===== src/rtl/pixel_buffer_mux_if.sv =====
// Pixel stream bundle between the ray-pipe channels, the merging FIFO and the frame buffer handler.
// The slave modport is the FIFO/arbiter side; the master modport is the producer/consumer side.
interface pixel_buffer_mux_if #(
  parameter int NUM_CH       = 2,
  parameter int DATA_W       = 64,
  parameter int DEPTH        = 64,
  parameter int FRAME_PIXELS = 307200
);
  logic [NUM_CH-1:0]                  in_valid;
  logic [NUM_CH-1:0][DATA_W-1:0]      in_data;
  logic [NUM_CH-1:0]                  in_ready;
  logic                               re;
  logic [DATA_W-1:0]                  data_out;
  logic                               empty;
  logic                               full;
  logic [$clog2(DEPTH):0]             num_in_fifo;
  logic [$clog2(FRAME_PIXELS)-1:0]    pix_idx;
  logic                               frame_done;
  logic [15:0]                        frame_cnt;
  logic                               err;

  modport slave (
    input  in_valid, in_data, re,
    output in_ready, data_out, empty, full, num_in_fifo, pix_idx, frame_done, frame_cnt, err
  );

  modport master (
    output in_valid, in_data, re,
    input  in_ready, data_out, empty, full, num_in_fifo, pix_idx, frame_done, frame_cnt, err
  );
endinterface


===== src/rtl/pixel_buffer_mux.sv =====
// Round-robin merge of NUM_CH pixel streams into one FWFT FIFO with hardware frame counting.
// Optional sticky protocol checker enabled by defining PIXEL_BUFFER_MUX_ERR_EN.
module pixel_buffer_mux #(
  parameter int NUM_CH       = 2,
  parameter int DATA_W       = 64,
  parameter int DEPTH        = 64,
  parameter int FRAME_PIXELS = 307200
) (
  input  logic               clk,
  input  logic               rst_b,
  pixel_buffer_mux_if.slave  bus
);
  localparam int AW    = $clog2(DEPTH);
  localparam int CNT_W = AW + 1;
  localparam int PIX_W = $clog2(FRAME_PIXELS);
  localparam int RR_W  = (NUM_CH > 1) ? $clog2(NUM_CH) : 1;

  logic [RR_W-1:0]   r_rr_ptr;
  logic [RR_W-1:0]   w_grant;
  logic              w_grant_vld;
  logic [NUM_CH-1:0] w_in_ready;
  logic              w_wr;
  logic              w_rd;
  logic              w_last;

  logic [DATA_W-1:0] r_mem [DEPTH];
  logic [AW-1:0]     r_wr_ptr;
  logic [AW-1:0]     r_rd_ptr;
  logic [CNT_W-1:0]  r_count;
  logic [CNT_W-1:0]  w_count_nxt;
  logic              r_full;
  logic              r_empty;
  logic [PIX_W-1:0]  r_pix_idx;
  logic [15:0]       r_frame_cnt;
  logic              r_frame_done;

  // Round-robin grant: scan downward so the channel closest to rr_ptr wins last.
  always_comb begin
    logic [RR_W-1:0] w_idx;
    w_grant     = r_rr_ptr;
    w_grant_vld = 1'b0;
    for (int k = NUM_CH - 1; k >= 0; k--) begin
      w_idx       = RR_W'((int'(r_rr_ptr) + k) % NUM_CH);
      w_grant     = bus.in_valid[w_idx] ? w_idx : w_grant;
      w_grant_vld = w_grant_vld | bus.in_valid[w_idx];
    end
  end

  // Only the granted channel sees ready, and only while space is left.
  always_comb begin
    w_in_ready = '0;
    if (w_grant_vld && !r_full) begin
      w_in_ready[w_grant] = 1'b1;
    end else begin
      w_in_ready = '0;
    end
  end

  assign w_wr = w_grant_vld & ~r_full;
  assign w_rd = bus.re & ~r_empty;
  assign w_last = (r_pix_idx == PIX_W'(FRAME_PIXELS - 1));

  // Occupancy after this cycle's write/read pair.
  always_comb begin
    w_count_nxt = r_count;
    case ({w_wr, w_rd})
      2'b10:   w_count_nxt = r_count + CNT_W'(1);
      2'b01:   w_count_nxt = r_count - CNT_W'(1);
      default: w_count_nxt = r_count;
    endcase
  end

  // Entry storage carries no reset; validity is tracked by the pointers.
  always_ff @(posedge clk) begin
    if (w_wr) begin
      r_mem[r_wr_ptr] <= bus.in_data[w_grant];
    end
  end

  // FIFO control and arbiter pointer.
  always_ff @(posedge clk or negedge rst_b) begin
    if (!rst_b) begin
      r_wr_ptr <= '0;
      r_rd_ptr <= '0;
      r_count  <= '0;
      r_full   <= 1'b0;
      r_empty  <= 1'b1;
      r_rr_ptr <= '0;
    end else begin
      r_count <= w_count_nxt;
      r_full  <= (w_count_nxt == CNT_W'(DEPTH));
      r_empty <= (w_count_nxt == CNT_W'(0));
      if (w_wr) begin
        r_wr_ptr <= r_wr_ptr + AW'(1);
        r_rr_ptr <= (w_grant == RR_W'(NUM_CH - 1)) ? RR_W'(0) : w_grant + RR_W'(1);
      end
      if (w_rd) begin
        r_rd_ptr <= r_rd_ptr + AW'(1);
      end
    end
  end

  // Frame position of the head pixel and end-of-frame pulse.
  always_ff @(posedge clk or negedge rst_b) begin
    if (!rst_b) begin
      r_pix_idx    <= '0;
      r_frame_cnt  <= 16'd0;
      r_frame_done <= 1'b0;
    end else begin
      r_frame_done <= w_rd & w_last;
      if (w_rd) begin
        if (w_last) begin
          r_pix_idx   <= '0;
          r_frame_cnt <= r_frame_cnt + 16'd1;
        end else begin
          r_pix_idx   <= r_pix_idx + PIX_W'(1);
        end
      end
    end
  end

  assign bus.in_ready    = w_in_ready;
  assign bus.data_out    = r_mem[r_rd_ptr];
  assign bus.empty       = r_empty;
  assign bus.full        = r_full;
  assign bus.num_in_fifo = r_count;
  assign bus.pix_idx     = r_pix_idx;
  assign bus.frame_done  = r_frame_done;
  assign bus.frame_cnt   = r_frame_cnt;

`ifdef PIXEL_BUFFER_MUX_ERR_EN
  logic [NUM_CH-1:0]             r_pend_vld;
  logic [NUM_CH-1:0][DATA_W-1:0] r_pend_data;
  logic [NUM_CH-1:0]             w_viol;
  logic                          r_err;

  // A pending offer must stay asserted with unchanged data until accepted.
  for (genvar g = 0; g < NUM_CH; g++) begin : g_viol
    assign w_viol[g] = r_pend_vld[g] &
                       (~bus.in_valid[g] | (bus.in_data[g] != r_pend_data[g]));
  end

  // Pending snapshot and sticky error flag.
  always_ff @(posedge clk or negedge rst_b) begin
    if (!rst_b) begin
      r_pend_vld  <= '0;
      r_pend_data <= '0;
      r_err       <= 1'b0;
    end else begin
      r_pend_vld  <= bus.in_valid & ~w_in_ready;
      r_pend_data <= bus.in_data;
      r_err       <= r_err | (bus.re & r_empty) | (|w_viol);
    end
  end

  assign bus.err = r_err;
`else
  assign bus.err = 1'b0;
`endif
endmodule


===== src/flat_wrapper.sv =====
// flat-port wrapper written by rule: the top's interface ports become plain ports
module pixel_buffer_mux_flat 
#(
  parameter int NUM_CH       = 2,
  parameter int DATA_W       = 64,
  parameter int DEPTH        = 64,
  parameter int FRAME_PIXELS = 307200
)
  (clk, rst_b, bus_in_valid, bus_in_data, bus_re, bus_in_ready, bus_data_out, bus_empty, bus_full, bus_num_in_fifo, bus_pix_idx, bus_frame_done, bus_frame_cnt, bus_err);
  pixel_buffer_mux_if #(.NUM_CH(NUM_CH), .DATA_W(DATA_W), .DEPTH(DEPTH), .FRAME_PIXELS(FRAME_PIXELS)) bus_i ();
  input  logic clk;
  input  logic rst_b;
  input wire logic [$bits(bus_i.in_valid)-1:0] bus_in_valid;
  input wire logic [$bits(bus_i.in_data)-1:0] bus_in_data;
  input wire logic [$bits(bus_i.re)-1:0] bus_re;
  output wire logic [$bits(bus_i.in_ready)-1:0] bus_in_ready;
  output wire logic [$bits(bus_i.data_out)-1:0] bus_data_out;
  output wire logic [$bits(bus_i.empty)-1:0] bus_empty;
  output wire logic [$bits(bus_i.full)-1:0] bus_full;
  output wire logic [$bits(bus_i.num_in_fifo)-1:0] bus_num_in_fifo;
  output wire logic [$bits(bus_i.pix_idx)-1:0] bus_pix_idx;
  output wire logic [$bits(bus_i.frame_done)-1:0] bus_frame_done;
  output wire logic [$bits(bus_i.frame_cnt)-1:0] bus_frame_cnt;
  output wire logic [$bits(bus_i.err)-1:0] bus_err;
  assign bus_i.in_valid = bus_in_valid;
  assign bus_i.in_data = bus_in_data;
  assign bus_i.re = bus_re;
  assign bus_in_ready = bus_i.in_ready;
  assign bus_data_out = bus_i.data_out;
  assign bus_empty = bus_i.empty;
  assign bus_full = bus_i.full;
  assign bus_num_in_fifo = bus_i.num_in_fifo;
  assign bus_pix_idx = bus_i.pix_idx;
  assign bus_frame_done = bus_i.frame_done;
  assign bus_frame_cnt = bus_i.frame_cnt;
  assign bus_err = bus_i.err;
  pixel_buffer_mux #(.NUM_CH(NUM_CH), .DATA_W(DATA_W), .DEPTH(DEPTH), .FRAME_PIXELS(FRAME_PIXELS)) u_core (.clk(clk), .rst_b(rst_b), .bus(bus_i));
endmodule

===== config.mk =====
export PLATFORM = sky130hd
export DESIGN_NAME = pixel_buffer_mux_flat
export DESIGN_NICKNAME = d
export VERILOG_FILES = /design/src/rtl/pixel_buffer_mux_if.sv /design/src/rtl/pixel_buffer_mux.sv /design/src/flat_wrapper.sv
export SDC_FILE = /design/constraint.sdc
export NUM_CORES = 2
export LEC_CHECK = 0
export ABC_AREA = 0
export ABC_CLOCK_PERIOD_IN_PS = 4400
export CORE_MARGIN = 5
export CORE_UTILIZATION = 44
export CTS_CLUSTER_DIAMETER = 80
export DETAILED_ROUTE_END_ITERATION = 8
export HOLD_SLACK_MARGIN = 0.05
export PLACE_DENSITY_LB_ADDON = 0.25
export SYNTH_ARGS = -nofsm -noshare
export SYNTH_HDL_FRONTEND = slang
export SYNTH_SLANG_ARGS = --single-unit

===== constraint.sdc =====
create_clock -name clk -period 4.4 [get_ports clk]
set_input_delay 0.88 -clock clk [delete_from_list [all_inputs] [get_ports clk]]
set_output_delay 0.88 -clock clk [all_outputs]
set_load 0.03 [all_outputs]

==> out/metrics.cfg <==
[timing]
finalWorstSetupSlack_ns=-0.308
skew_ns=0.0867
maxSlewViolCount=0
finalCritPeriodShare_pct=107
slew_headroom_pct=21.5
timing.final.crit_period_ns=4.71
rsz0062_at_grt=yes
hold_violations=0
fmax_ghz=0.212
worst_slew_pin_slew_ns=1.18
timing.hold.ws_ns=0.499
setup_violations=64

[global_route]
grt_max_degree=75
grt_pass1_wl_mm=685
grt.overflow.total=0
grtUsageTotal_pct=26.3
antenna_found_initial=9
grt_pass1_vias=83700

[critical_path]
cp-end-kind=output pin
r2r-end=u_core.r_mem[52][42]
rrSetupSlack_ns=1.41
reg2reg_from=u_core.bus.full
max_stage_delay_ns=0.52
cpMaxStageDelayCell=mux4_2
crit_type=reg -> out
r2r_cells=6
crit_arrival_ns=3.83
crit_fanout=7
critPathLaunchType=flip-flop
required_ns=3.52
crit_chain=buf_16, buf_16, buf_12, clkbuf_16, buf_6, mux4_2, a2111oi_4, a211oi_2, buf_4, a21o_1, buf_12

[worst_hold_path]
hp-class=reg -> reg
hold-path-cell-count=1
hold_end=u_core.bus.frame_cnt[15]
hp-start=u_core.bus.frame_cnt[15]

[floorplan]
die-width_um=613
initial_core_util_pct=44.1
num_rows=221
core_area_um2=362000
die_height_um=613
die_area_um2=376000
ioPinCount=245

[place]
place.gp.congestion=0.775
hpwl_mm=258
io_buffers=243

[synth]
synth.area.top_cells=edfxtp_1 (77%), mux4_2 (13%), mux2i_1 (3.1%)
synth_seq_area_share_pct=77.8
postSynthAreaPerCell_um2=22.1
syn-num-nets=7384
synth-seq-cells=4154
syn_area_um2=160000
synth_top_area_share_pct=76.9
synth-edff-count=4096
yosysUniqueCellTypes=68
synth_largest_area_cell=edfxtp_1
synth_flop_cell=edfxtp_1
yosysWarningCount=0
synthCells=7244
async_reset_ff_share_pct=1.40

[finish]
layout_common_cells=edfxtp_1 (4,096), mux4_2 (902), mux2i_1 (473), clkbuf_16 (453), buf_4 (390)
fin_nets=8462
final_common_cell=edfxtp_1
area_growth_pct=22.0
layout-drive-gt1-share_pct=33.4

[power_and_ir_drop]
vdd_drop_max_v=0.000677
power_mw=134
total_leakage_power_nw=63.2
power.density_nw_per_um2=689

[clocking]
cts_max_path_buffers=4
ctsHtreeMaxLevel=5
cts_tree=done
cts_buffers=423
path_clk_slew_ns=0.06
cts_sinks=4154
clock-root-buffer=clkbuf_16
clk_latency_ns=1.02

[detailed_routing]
remaining_drc_errors=0
vias=85800
viasPerCell=6.37
wl_per_cell_um=37.8
dr.pass1.iters=8
drtIter0Drc=13200
totalWireLength_mm=510
ant_nets=0

[flow_run]
max_cap_viol_count=0

[status]
violations=negative setup slack
outcome=complete, but fails checks

## synth_stat cells, types with 9 or more instances
cell type and count:
a22oi_1 37, nand3_1 49, a32o_1 9, buf_6 36, buf_1 44, mux2_2 79
o221ai_1 97, o22ai_1 72, xor2_1 16, inv_1 15, nand2_1 201, buf_4 69
nor3_1 17, o21ai_0 119, buf_2 102, a211oi_1 34, mux4_2 902, xnor2_1 28
dfrtp_1 57, edfxtp_1 4096, nor2_1 133, a221oi_1 31, a2111oi_0 38, mux2i_1 490
a21oi_1 159, o211ai_1 12, clkbuf_1 161
## per-layer routing
metal	vias up	share of wire [%]	GRT usage, %
li1	32900	-	-
met4	4	3.7	8.38
met5	-	0.0047	0
met2	5439	47	41.3
met3	905	10	4.65
met1	46500	39	37.7
## state kept, by name (all words and copies together), names as in the netlist, 6 cells and up
name                    flops
u_core.bus.num_in_fifo      7
u_core.r_wr_ptr             6
u_core.bus.frame_cnt       16
u_core.r_rd_ptr             6
u_core.r_mem             4096
u_core.bus.pix_idx         19
## worst max path at each step
stage | from | endpoint | slack [ns] | cells after the start
6_report | u_core.r_rd_ptr[0] | bus_data_out[32] | -0.31 | 11
5_1_grt | u_core.r_rd_ptr[0] | bus_data_out[39] | -0.38 | 14
4_1_cts | u_core.r_rd_ptr[0] | bus_data_out[32] | -0.36 | 11
3_5_place_dp | u_core.r_rd_ptr[0] | bus_data_out[34] | 0.38 | 8
3_3_place_gp | u_core.r_rd_ptr[0] | bus_data_out[34] | 0.36 | 8
2_1_floorplan | bus_in_valid[1] | u_core.r_mem[63][0] | -0.47 | 5
## where the power goes
part | total (mW) | internal, mW | switching, mW | leakage, nW
Combinational | 51.0 | 23.1 | 27.9 | 18.9
Sequential | 47.5 | 46.8 | 0.743 | 37.6
Clock | 35.8 | 20.6 | 15.3 | 6.72
## stage by stage
| stage | instances | TNS (ns) | cell area (um^2) | utilization (%) | setup WS (ns) |
|---|---|---|---|---|---|
| floorplan | 7244 | -1411.14 | 160000 | - | -0.472 |
| global placement | 12400 | 0 | 174000 | 48.0 | 0.357 |
| detailed placement | 12400 | 0 | 174000 | 48.0 | 0.380 |
| CTS | 13300 | -17.22 | 192000 | 52.9 | -0.364 |
| global route | 13500 | -18.44 | 195000 | 53.9 | -0.381 |
| finish | 13500 | -14.74 | 195000 | 53.9 | -0.308 |
## worst max-delay path: cells and delay by family, from the launching register on
| family | cells | cell delay [ns] |
|---|---|---|
| muxes | 1 | 0.52 |
| DFF | 1 | 0.49 |
| buffers and inverters | 7 | 1.13 |
| AOI/OAI and AO/OA | 3 | 0.66 |
## cell families after synthesis
family / Yosys count / synth area share [%]
other cells: 1 / 0.00235
compound gates: 675 / 2.85
flops: 4154 / 77.8
mux: 1471 / 16.3
fa+ha+maj: 8 / 0.0610
simple gates: 460 / 1.25
buf+inv: 431 / 1.44
xor+xnor: 44 / 0.241
## what timing repair did
item	in CTS	in global routing
setup endpoints to repair	64	64
resized for setup	385	397
cloned	39	26
hold buffers	1	0
endpoints found under the hold margin	38	0
pin swaps	72	137
buffers inserted	143	135
## cell type report
type / count / area, um^2
Multi-Input combinational cell: 2659 / 36000
Inverter: 17 / 85.1
Clock buffer: 509 / 11000
Sequential cell: 4154 / 124000
Antenna cell: 3 / 7.51
Tap cell: 4794 / 6000
Clock inverter: 267 / 2740
Timing Repair Buffer: 1067 / 14800
Fill cell: 27300 / 167000
No activity file was read; power rests on OpenSTA's default activity.
